<file path="src/rtl/chunked_negator.sv">
// chunked_negator: multi-cycle pass / invert / negate / abs unit.
// The operand is processed CHUNK bits per cycle, least significant chunk first,
// with the negate carry held in a register between chunks. This keeps the carry
// chain only CHUNK bits long. valid/ready handshakes are used on input and output.
module chunked_negator #(
    parameter int WIDTH = 32,
    parameter int CHUNK = 8
) (
    input  logic             clock,
    input  logic             reset,
    input  logic             in_valid,
    output logic             in_ready,
    input  logic [WIDTH-1:0] in_data,
    input  logic [1:0]       in_mode,
    output logic             out_valid,
    input  logic             out_ready,
    output logic [WIDTH-1:0] out_data,
    output logic             out_overflow
);

    localparam int NCHUNK = WIDTH / CHUNK;
    localparam int IDX_W  = (NCHUNK > 1) ? $clog2(NCHUNK) : 1;
    localparam logic [IDX_W-1:0] LAST_IDX = IDX_W'(NCHUNK - 1);
    localparam logic [WIDTH-1:0] MOST_NEG = {1'b1, {(WIDTH-1){1'b0}}};

    typedef enum logic [1:0] {S_IDLE, S_BUSY, S_DONE} state_t;
    typedef enum logic [1:0] {OP_PASS, OP_INV, OP_NEG} op_t;

    state_t           state_q, state_d;
    op_t              op_q, op_d;
    op_t              eff_op;
    logic [IDX_W-1:0] idx_q, idx_d;
    logic             carry_q, carry_d;
    logic [WIDTH-1:0] data_q, data_d;
    logic             ovf_pend_q, ovf_pend_d;
    logic [WIDTH-1:0] out_data_q, out_data_d;
    logic             out_ovf_q, out_ovf_d;

    logic [CHUNK-1:0] x_chunk;
    logic [CHUNK:0]   neg_sum;
    logic [CHUNK-1:0] res_chunk;
    logic [WIDTH-1:0] shifted;

    // The operand register shifts right one chunk per BUSY cycle while result
    // chunks enter at the top, so after NCHUNK cycles it holds the full result
    // and the current chunk is always the low CHUNK bits.
    assign x_chunk = data_q[CHUNK-1:0];
    assign neg_sum = {1'b0, ~x_chunk} + {{CHUNK{1'b0}}, carry_q};

    // Per-chunk transform selected by the captured effective operation.
    always_comb begin
        case (op_q)
            OP_INV:  res_chunk = ~x_chunk;
            OP_NEG:  res_chunk = neg_sum[CHUNK-1:0];
            default: res_chunk = x_chunk;
        endcase
    end

    generate
        if (NCHUNK > 1) begin : g_multi
            assign shifted = {res_chunk, data_q[WIDTH-1:CHUNK]};
        end else begin : g_single
            assign shifted = res_chunk;
        end
    endgenerate

    // Abs collapses to negate or pass at accept time, so BUSY sees only three ops.
    always_comb begin
        case (in_mode)
            2'b00:   eff_op = OP_PASS;
            2'b01:   eff_op = OP_INV;
            2'b10:   eff_op = OP_NEG;
            default: eff_op = in_data[WIDTH-1] ? OP_NEG : OP_PASS;
        endcase
    end

    assign in_ready     = (state_q == S_IDLE);
    assign out_valid    = (state_q == S_DONE);
    assign out_data     = out_data_q;
    assign out_overflow = out_ovf_q;

    // Next-state and datapath control for IDLE -> BUSY -> DONE -> IDLE.
    always_comb begin
        // NOTE: every signal assigned here gets a default first, so no path
        // leaves one unassigned and no latch is inferred.
        state_d    = state_q;
        op_d       = op_q;
        idx_d      = idx_q;
        carry_d    = carry_q;
        data_d     = data_q;
        ovf_pend_d = ovf_pend_q;
        out_data_d = out_data_q;
        out_ovf_d  = out_ovf_q;
        case (state_q)
            S_IDLE: begin
                if (in_valid) begin
                    data_d     = in_data;
                    op_d       = eff_op;
                    carry_d    = (eff_op == OP_NEG);
                    idx_d      = '0;
                    ovf_pend_d = (eff_op == OP_NEG) && (in_data == MOST_NEG);
                    state_d    = S_BUSY;
                end
            end
            S_BUSY: begin
                data_d = shifted;
                idx_d  = idx_q + IDX_W'(1);
                if (op_q == OP_NEG) begin
                    carry_d = neg_sum[CHUNK];
                end
                if (idx_q == LAST_IDX) begin
                    out_data_d = shifted;
                    out_ovf_d  = ovf_pend_q;
                    state_d    = S_DONE;
                end
            end
            S_DONE: begin
                if (out_ready) begin
                    state_d = S_IDLE;
                end
            end
            default: state_d = S_IDLE;
        endcase
    end

    // Control state and visible outputs, with synchronous reset.
    always_ff @(posedge clock) begin
        // NOTE: sequential state uses non-blocking assignments so every register
        // samples the pre-edge values regardless of statement order.
        if (reset) begin
            state_q    <= S_IDLE;
            idx_q      <= '0;
            carry_q    <= 1'b0;
            out_data_q <= '0;
            out_ovf_q  <= 1'b0;
        end else begin
            state_q    <= state_d;
            idx_q      <= idx_d;
            carry_q    <= carry_d;
            out_data_q <= out_data_d;
            out_ovf_q  <= out_ovf_d;
        end
    end

    // Operand working register and captured op; loaded on every accept.
    always_ff @(posedge clock) begin
        // NOTE: these are deliberately not reset; they are always written on
        // accept before being read, so a reset would only add routing.
        data_q     <= data_d;
        op_q       <= op_d;
        ovf_pend_q <= ovf_pend_d;
    end

endmodule
</file>
<file path="config.mk">
export PLATFORM = sky130hd
export DESIGN_NAME = chunked_negator
export DESIGN_NICKNAME = d
export VERILOG_FILES = /design/src/rtl/chunked_negator.sv
export SDC_FILE = /design/constraint.sdc
export NUM_CORES = 1
export LEC_CHECK = 0
export ABC_AREA = 0
export BUFFER_PORTS_ARGS = -buffer_cell sky130_fd_sc_hd__buf_2
export CAP_MARGIN = 20
export CORE_MARGIN = 1.5
export CORE_UTILIZATION = 54
export DETAILED_ROUTE_END_ITERATION = 6
export GPL_TIMING_DRIVEN = 0
export PLACE_DENSITY_LB_ADDON = 0.12
export SYNTH_ARGS = -nofsm -noshare
export SYNTH_HDL_FRONTEND = slang
export SYNTH_SLANG_ARGS = --single-unit
</file>
<file path="constraint.sdc">
create_clock -name clock -period 6.1 [get_ports clock]
set_input_delay 0.305 -clock clock [delete_from_list [all_inputs] [get_ports clock]]
set_output_delay 0.305 -clock clock [all_outputs]
set_load 0.05 [all_outputs]
</file>
==> summary.txt, run 1 <==
Timing
  – RSZ-0062 raised after global routing: no
  – Fin crit share: about a third
  – Final Slew Violations: 0
  – Worst slew pin tran: 518 ps
  – Max frequency: 0.481 GHz
  – Final Hold Viols: 0
  – Setup-failing EPs final: 0
  – Slew HR: about two thirds
  – Clock Skew: 8.44 ps
  – Total negative slack: 0 ps
  – Final min period: 2080 ps
  – Hold_ws: between 200 and 250 ps

Cells and area
  – Area taken by flip-flops and latches: around 1800 um^2
  – P&R area growth vs syn: 20.7%
  – Area taken by multi-input logic gates: 1300 um^2
  – Fill count: 516
  – N_diodes: 0
  – Net count, final: between 400 and 500
  – Share of layout cells above drive strength 1: 22.1%

Pwr
  – VDD IR max: 0.000130 V
  – Leakage Power: 1.67 nW
  – PD cells: 272 nW/um^2

Run status
  – Status: complete, no violations

Worst setup path
  – R2r setup slk: 4020 ps
  – Worst reg2reg startpoint: data_q[0]$_DFFE_PP_
  – CP Launch Type: flip-flop
  – Reg2reg path depth: 7
  – Worst Path Arrival: 2160 ps
  – WP data required: a little over 6000 ps
  – Kind of critical path: reg2reg
  – Setup crit end kind: flip-flop
  – RR Endpoint: data_q[28]$_DFFE_PP_
  – Crit-path max FO: 5

Routing
  – Post-route ant nets: 0
  – WL final: 7990 um
  – Drt drc: 0
  – Via-per-instance ratio: between 5 and 6
  – Routed len/inst: 15.0 um
  – First-pass DRT Iterations: 5
  – DR iter-0 viols: 170
  – DR vias: around 2900

Floorplanning
  – Ports: 73
  – Initial Utilization: 55.3%
  – Standard-cell rows: 28
  – Total core area: 5850 um^2
  – Die height: slightly above 80 um
  – Die Wd: a little over 80 um
  – Die Area: 6470 um^2

Synthesis
  – Synth Net Count: 412
  – Adder-Cell Fraction of Synth Area: 1.93%
  – Yosys top cell area share: 32.5%
  – Synthesized flop and latch total: 73
  – Post-Syn Area: 3240 um^2
  – Average size of a mapped cell: 8.78 um^2
  – Post-synth cell types: 33
  – Yosys warns: 0
  – Most common cell in the netlist: nand2_1
  – Post-Synth Simple-Gate Area: 25.5%
  – Commonest cells post-synth: nand2_1, dfxtp_1, edfxtp_1
  – Mapped Cells: roughly 370
  – Number of synthesized flops with an enable pin: 35
  – Largest family of logic cells by synthesized area: simple AND/OR/NAND/NOR gates
  – Most area-consuming cells after synthesis: edfxtp_1, dfxtp_1, nand2_1, a21oi_1, o21ai_0
  – Top FF cell, synth: dfxtp_1
  – Fraction of registers with async set/reset: 0%
  – XOR/XNOR Fraction of Synth Area: 0%
  – Area leader, netlist: edfxtp_1
  – Compound-gate portion of the synthesized area: 12.1%
  – Mux share of post-synthesis cell area: 0.348%
  – Register area share after synthesis: 56.0%

Global route
  – Vias in the first global route: 2606
  – Initial antenna violation count: 0
  – Grt ovf: 0
  – First-pass GRT wire length: 12300 um
  – Largest net degree at the start of global routing: 33
  – Gr usage total: 25.8%

Clocking
  – CTS-repair resized insts: 0
  – Clock root buffer: clkbuf_8
  – Clk sinks: 73
  – CTS HTree Levels: 3
  – CTS tree: done
  – Cts bufs inserted: 9
  – Post-CTS Setup Repair Bufs: 0
  – Clock Pin Slew Worst Setup and Hold Paths: 80 ps
  – Clk_lat worst skew: roughly 340 ps
  – Post-CTS Hold Buffers: 0
  – CTS Buffer Depth: 2

Worst hold path
  – Min-delay src: out_ready
  – Worst hold path cell count: 3
  – Worst hold endpoint: state_q[1]$_SDFFE_PP0P_
  – Worst min path class: in2reg

Placed design
  – Port Buffers: 71
  – Post-DP HPWL: ~6000 um
  – GPL Wtd Cong: slightly above 0.9

Run
  – Max cap viols: 0
worst max-delay path by stage:
| stage | cells past startpoint | to | start | slack (ps) |
|---|---|---|---|---|
| 2_1_floorplan | 4 | idx_q[0]$_SDFFE_PP0P_ | state_q[0]$_SDFFE_PP0P_ | 2610 |
| 3_3_place_gp | 4 | idx_q[0]$_SDFFE_PP0P_ | state_q[0]$_SDFFE_PP0P_ | 1590 |
| 3_5_place_dp | 7 | data_q[28]$_DFFE_PP_ | data_q[0]$_DFFE_PP_ | 4050 |
| 4_1_cts | 7 | data_q[28]$_DFFE_PP_ | data_q[0]$_DFFE_PP_ | 4040 |
| 5_1_grt | 7 | data_q[28]$_DFFE_PP_ | data_q[0]$_DFFE_PP_ | 3860 |
| 6_report | 7 | data_q[28]$_DFFE_PP_ | data_q[0]$_DFFE_PP_ | 4020 |
metrics by stage:
stage	utilization, %	cell area, um^2	cells	total power [mW]	setup WS (ps)
finish	66.8	3910	532	1.07	4020
global route	66.8	3910	532	1.11	3860
CTS	66.8	3910	532	1.07	4040
detailed placement	63.6	3720	516	0.713	4050
global placement	63.0	3690	515	0.708	1590
floorplan	-	3240	369	0.660	2610
state kept, by name (all words and copies together), names as in the netlist:
register      count
carry_q           1
out_overflow      1
state_q           2
ovf_pend_q        1
out_data         32
idx_q             2
data_q           32
op_q              2
critical path, cell delays in order (launching register included):
cell and delay, ps:
edfxtp_1 400, inv_1 100, ha_1 190, ha_1 200, nor3b_2 300, nor3_1 90, a311oi_1 400, o21ai_0 140
placed cells by master (no fill, tap or decap), drive strengths merged, types with 2 or more instances in the layout:
| cell | n |
|---|---|
| a211oi | 11 |
| a21oi | 30 |
| and4 | 3 |
| buf | 81 |
| clkbuf | 24 |
| clkinv | 2 |
| clkinvlp | 2 |
| dfxtp | 38 |
| edfxtp | 35 |
| ha | 5 |
| inv | 8 |
| nand2 | 145 |
| nand2b | 6 |
| nor2 | 13 |
| nor2b | 3 |
| nor3 | 8 |
| nor3b | 2 |
| nor4 | 8 |
| o211ai | 3 |
| o21ai | 19 |
metal layers:
layer / global-route usage [%] / routed length, um
met1: 32.9 / 3480
met2: 42.5 / 3760
met3: 6.14 / 625
met4: 9.48 / 119
met5: 0 / 0
logic make-up (layout without fill, tap and decap cells):
kind of cell / Yosys count / after routing
and+or+nand+nor: 193 / 193
muxes: 1 / 1
buffers and inverters: 29 / 117
DFF: 73 / 73
adders and majority gates: 5 / 5
AOI/OAI and AO/OA: 68 / 68
area by class of cell:
| class | instances | area share, % |
|---|---|---|
| Multi-Input combinational cell | 267 | 33.3 |
| Clock buffer | 12 | 4.26 |
| Tap cell | 75 | 2.40 |
| Timing Repair Buffer | 72 | 9.60 |
| Clock inverter | 4 | 0.640 |
| Inverter | 8 | 0.768 |
| Buffer | 21 | 2.69 |
| Sequential cell | 73 | 46.3 |
power by group:
part | internal [mW] | switching, mW | total, mW
registers | 0.555 | 0.0265 | 0.581
clock network | 0.182 | 0.178 | 0.361
logic | 0.0433 | 0.0803 | 0.124
Power figures use the tool's default switching activity.
==> run 2: changes to the inputs <==
--- a/config.mk
+++ b/config.mk
@@ -9,7 +9,7 @@
 export BUFFER_PORTS_ARGS = -buffer_cell sky130_fd_sc_hd__buf_2
 export CAP_MARGIN = 20
 export CORE_MARGIN = 1.5
-export CORE_UTILIZATION = 54
+export CORE_UTILIZATION = 48
 export DETAILED_ROUTE_END_ITERATION = 6
 export GPL_TIMING_DRIVEN = 0
 export PLACE_DENSITY_LB_ADDON = 0.12
==> constraint.sdc (replaced) <==
create_clock -name clock -period 1.8 [get_ports clock]
set_input_delay 0.09 -clock clock [delete_from_list [all_inputs] [get_ports clock]]
set_output_delay 0.09 -clock clock [all_outputs]
set_load 0.05 [all_outputs]
==> run 2 against run 1 <==
The flow now finishes with violations (design-rule violations, negative setup slack). Combinational power grew to 4.0 times the previous value. Final area increased by 3.9%. Clock skew increased by 4.2 ps. Routed wire length grew 4.4%. Highest routed layer unchanged.
==> summary.txt, run 2 (same netlist as run 1, synthesis figures left out) <==
Worst setup path
  – Crit-path max cell delay: 430 ps
  – Crit-path max FO: 5
  – RR Endpoint: data_q[28]$_DFFE_PP_
  – CP dominant cell by count: ha_4
  – R2r setup slk: -6 ps
  – CP Launch Type: flip-flop
  – CP Cell Sequence: inv_2 > ha_4 > ha_4 > nor3b_4 > nor3_2 > a311oi_2 > o21ai_1
  – WP data required: 1900 ps
  – Cell family with most CP delay: flip-flops
  – Kind of critical path: reg2reg
  – CP Buf/Inv Count: 1
  – Setup crit end kind: flip-flop
  – Reg2reg path depth: 7
  – Crit-path slowest cell: edfxtp_1
  – Worst reg2reg startpoint: data_q[0]$_DFFE_PP_
  – Worst Path Arrival: 1900 ps

Global route
  – GRT Max-Usage Layer: met2
  – First-pass GRT wire length: 13000 um
  – Global-route track usage on met1: 33.9%
  – Vias in the first global route: ~2700
  – M3 GR Usage: about 3.8%
  – Initial antenna violation count: 0
  – Largest net degree at the start of global routing: 18
  – Gr usage total: 23.9%
  – Met2 Track Usage GR: 36.5%
  – Grt ovf: 0

Cells and area
  – Commonest cells after routing, fill and taps aside: nand2_1, buf_2, dfxtp_1
  – P&R area growth vs syn: 25.5%
  – Share of layout cells above drive strength 1: 28.0%
  – Net count, final: 503
  – Commonest non-fill, non-tap cell in the layout: nand2_1
  – N_diodes: 0

Clocking
  – Clk sinks: 73
  – Post-CTS Hold Buffers: 0
  – CTS Buffer Depth: 2
  – CTS HTree Levels: 3
  – Clock Pin Slew Worst Setup and Hold Paths: 80 ps
  – CTS tree: done
  – Cts bufs inserted: 9
  – Clock root buffer: clkbuf_8
  – Clk_lat worst skew: 350 ps

Routing
  – Post-route ant nets: 0
  – First-pass DRT Iterations: 7
  – Via-per-instance ratio: 5.35
  – Routed len/inst: 15.4 um
  – DR vias: between 2000 and 3000
  – DR iter-0 viols: 205
  – WL final: ~8300 um
  – Drt drc: 5

Floorplanning
  – Total core area: 6420 um^2
  – Standard-cell rows: 29
  – Initial Utilization: 50.4%
  – Die Area: between 7000 and 8000 um^2
  – Ports: 73
  – Die Wd: between 80 and 90 um
  – Die height: 85.1 um

Run status
  – Status: finished with violations
  – Violated checks: design-rule violations, negative setup slack

Worst hold path
  – Worst hold path cell count: 3
  – Worst hold endpoint: state_q[1]$_SDFFE_PP0P_
  – Worst min path class: in2reg
  – Min-delay src: out_ready

Timing
  – Final Slew Violations: 0
  – Worst setup slack after layout: -6.48 ps
  – Total negative slack: -6.48 ps
  – Fin crit share: 100%
  – Setup-failing EPs final: 1
  – Slew HR: between 60 and 70%
  – Max frequency: 0.554 GHz
  – Clock Skew: 12.7 ps
  – Final Hold Viols: 0
  – Worst slew pin tran: between 500 and 600 ps
  – RSZ-0062 raised after global routing: yes
  – Final min period: between 1500 and 2000 ps

Placed design
  – Post-DP HPWL: 6050 um
  – Port Buffers: 71
  – GPL Wtd Cong: 0.880

Pwr
  – VDD IR max: 0.000482 V
  – Leakage Power: 1.73 nW
  – PD cells: 884 nW/um^2
  – Total power: between 3 and 4 mW

Run
  – Max cap viols: 0
-- run 2: cell count changes in the layout (fill, tap and decap cells not counted), sizes merged --
cell      previous run  this run
clkinvlp             2         1
o21ai               19        20
clkbuf              24        21
inv                  8        10
buf                 81        88
clkinv               2         4
-- run 2: how the worst max path moves through the flow --
stage / from / end / cells after the start / slack, ps
4_1_cts: data_q[0]$_DFFE_PP_ / out_data[28]$_SDFFE_PP0P_ / 8 / -20
3_3_place_gp: data_q[0]$_DFFE_PP_ / data_q[28]$_DFFE_PP_ / 7 / -220
5_1_grt: data_q[0]$_DFFE_PP_ / data_q[30]$_DFFE_PP_ / 7 / -70
2_1_floorplan: data_q[0]$_DFFE_PP_ / data_q[28]$_DFFE_PP_ / 7 / 90
6_report: data_q[0]$_DFFE_PP_ / data_q[28]$_DFFE_PP_ / 7 / -6
3_5_place_dp: data_q[0]$_DFFE_PP_ / data_q[28]$_DFFE_PP_ / 7 / -250
-- run 2: final cells by class --
class	instances	area (um^2)
fill	597	2360
sequential	73	1810
multi-input combinational	268	1410
timing repair buffer	79	428
clock buffer	9	124
buffer	21	114
tap	77	96.3
clock inverter	7	45.0
inverter	8	30.0
-- run 2: worst reg2reg max path, stage by stage, from the launching register on --
cell and delay (ps):
edfxtp_1 430, inv_2 100, ha_4 150, ha_4 140
nor3b_4 320, nor3_2 90, a311oi_2 230, o21ai_1 100
-- run 2: what timing repair did --
action / in CTS / in global routing
setup buffers: 1 / 7
pin swaps: 2 / 4
setup endpoints to repair: 41 / 13
gates cloned: 1 / 0
gates resized for setup: 12 / 21
-- run 2: power by group --
part	internal [mW]	switching (mW)	leakage, nW
Clock	0.498	0.623	0.0874
Sequential	1.88	0.0970	0.655
Combinational	0.193	0.299	0.987
Total	2.57	1.02	1.73
-- run 2: through the flow --
| step | hold slack, ps | instance area, um^2 | cells | utilization (%) | worst slack (ps) |
|---|---|---|---|---|---|
| detailed placement | 366 | 3700 | 517 | 57.6 | -253 |
| global route | 26.0 | 4060 | 542 | 63.3 | -67.3 |
| global placement | 356 | 3700 | 517 | 57.6 | -216 |
| finish | 11.9 | 4060 | 542 | 63.3 | -6.48 |
| floorplan | 271 | 3250 | 369 | - | 94.8 |
| CTS | 2.93 | 3940 | 535 | 61.4 | -23.8 |
-- run 2: metal layers --
layer | up-vias | wire length (um)
met4 | 0 | 142
met5 | - | 0
met1 | 1330 | 3940
li1 | 1449 | -
met2 | 109 | 3720
met3 | 13 | 542
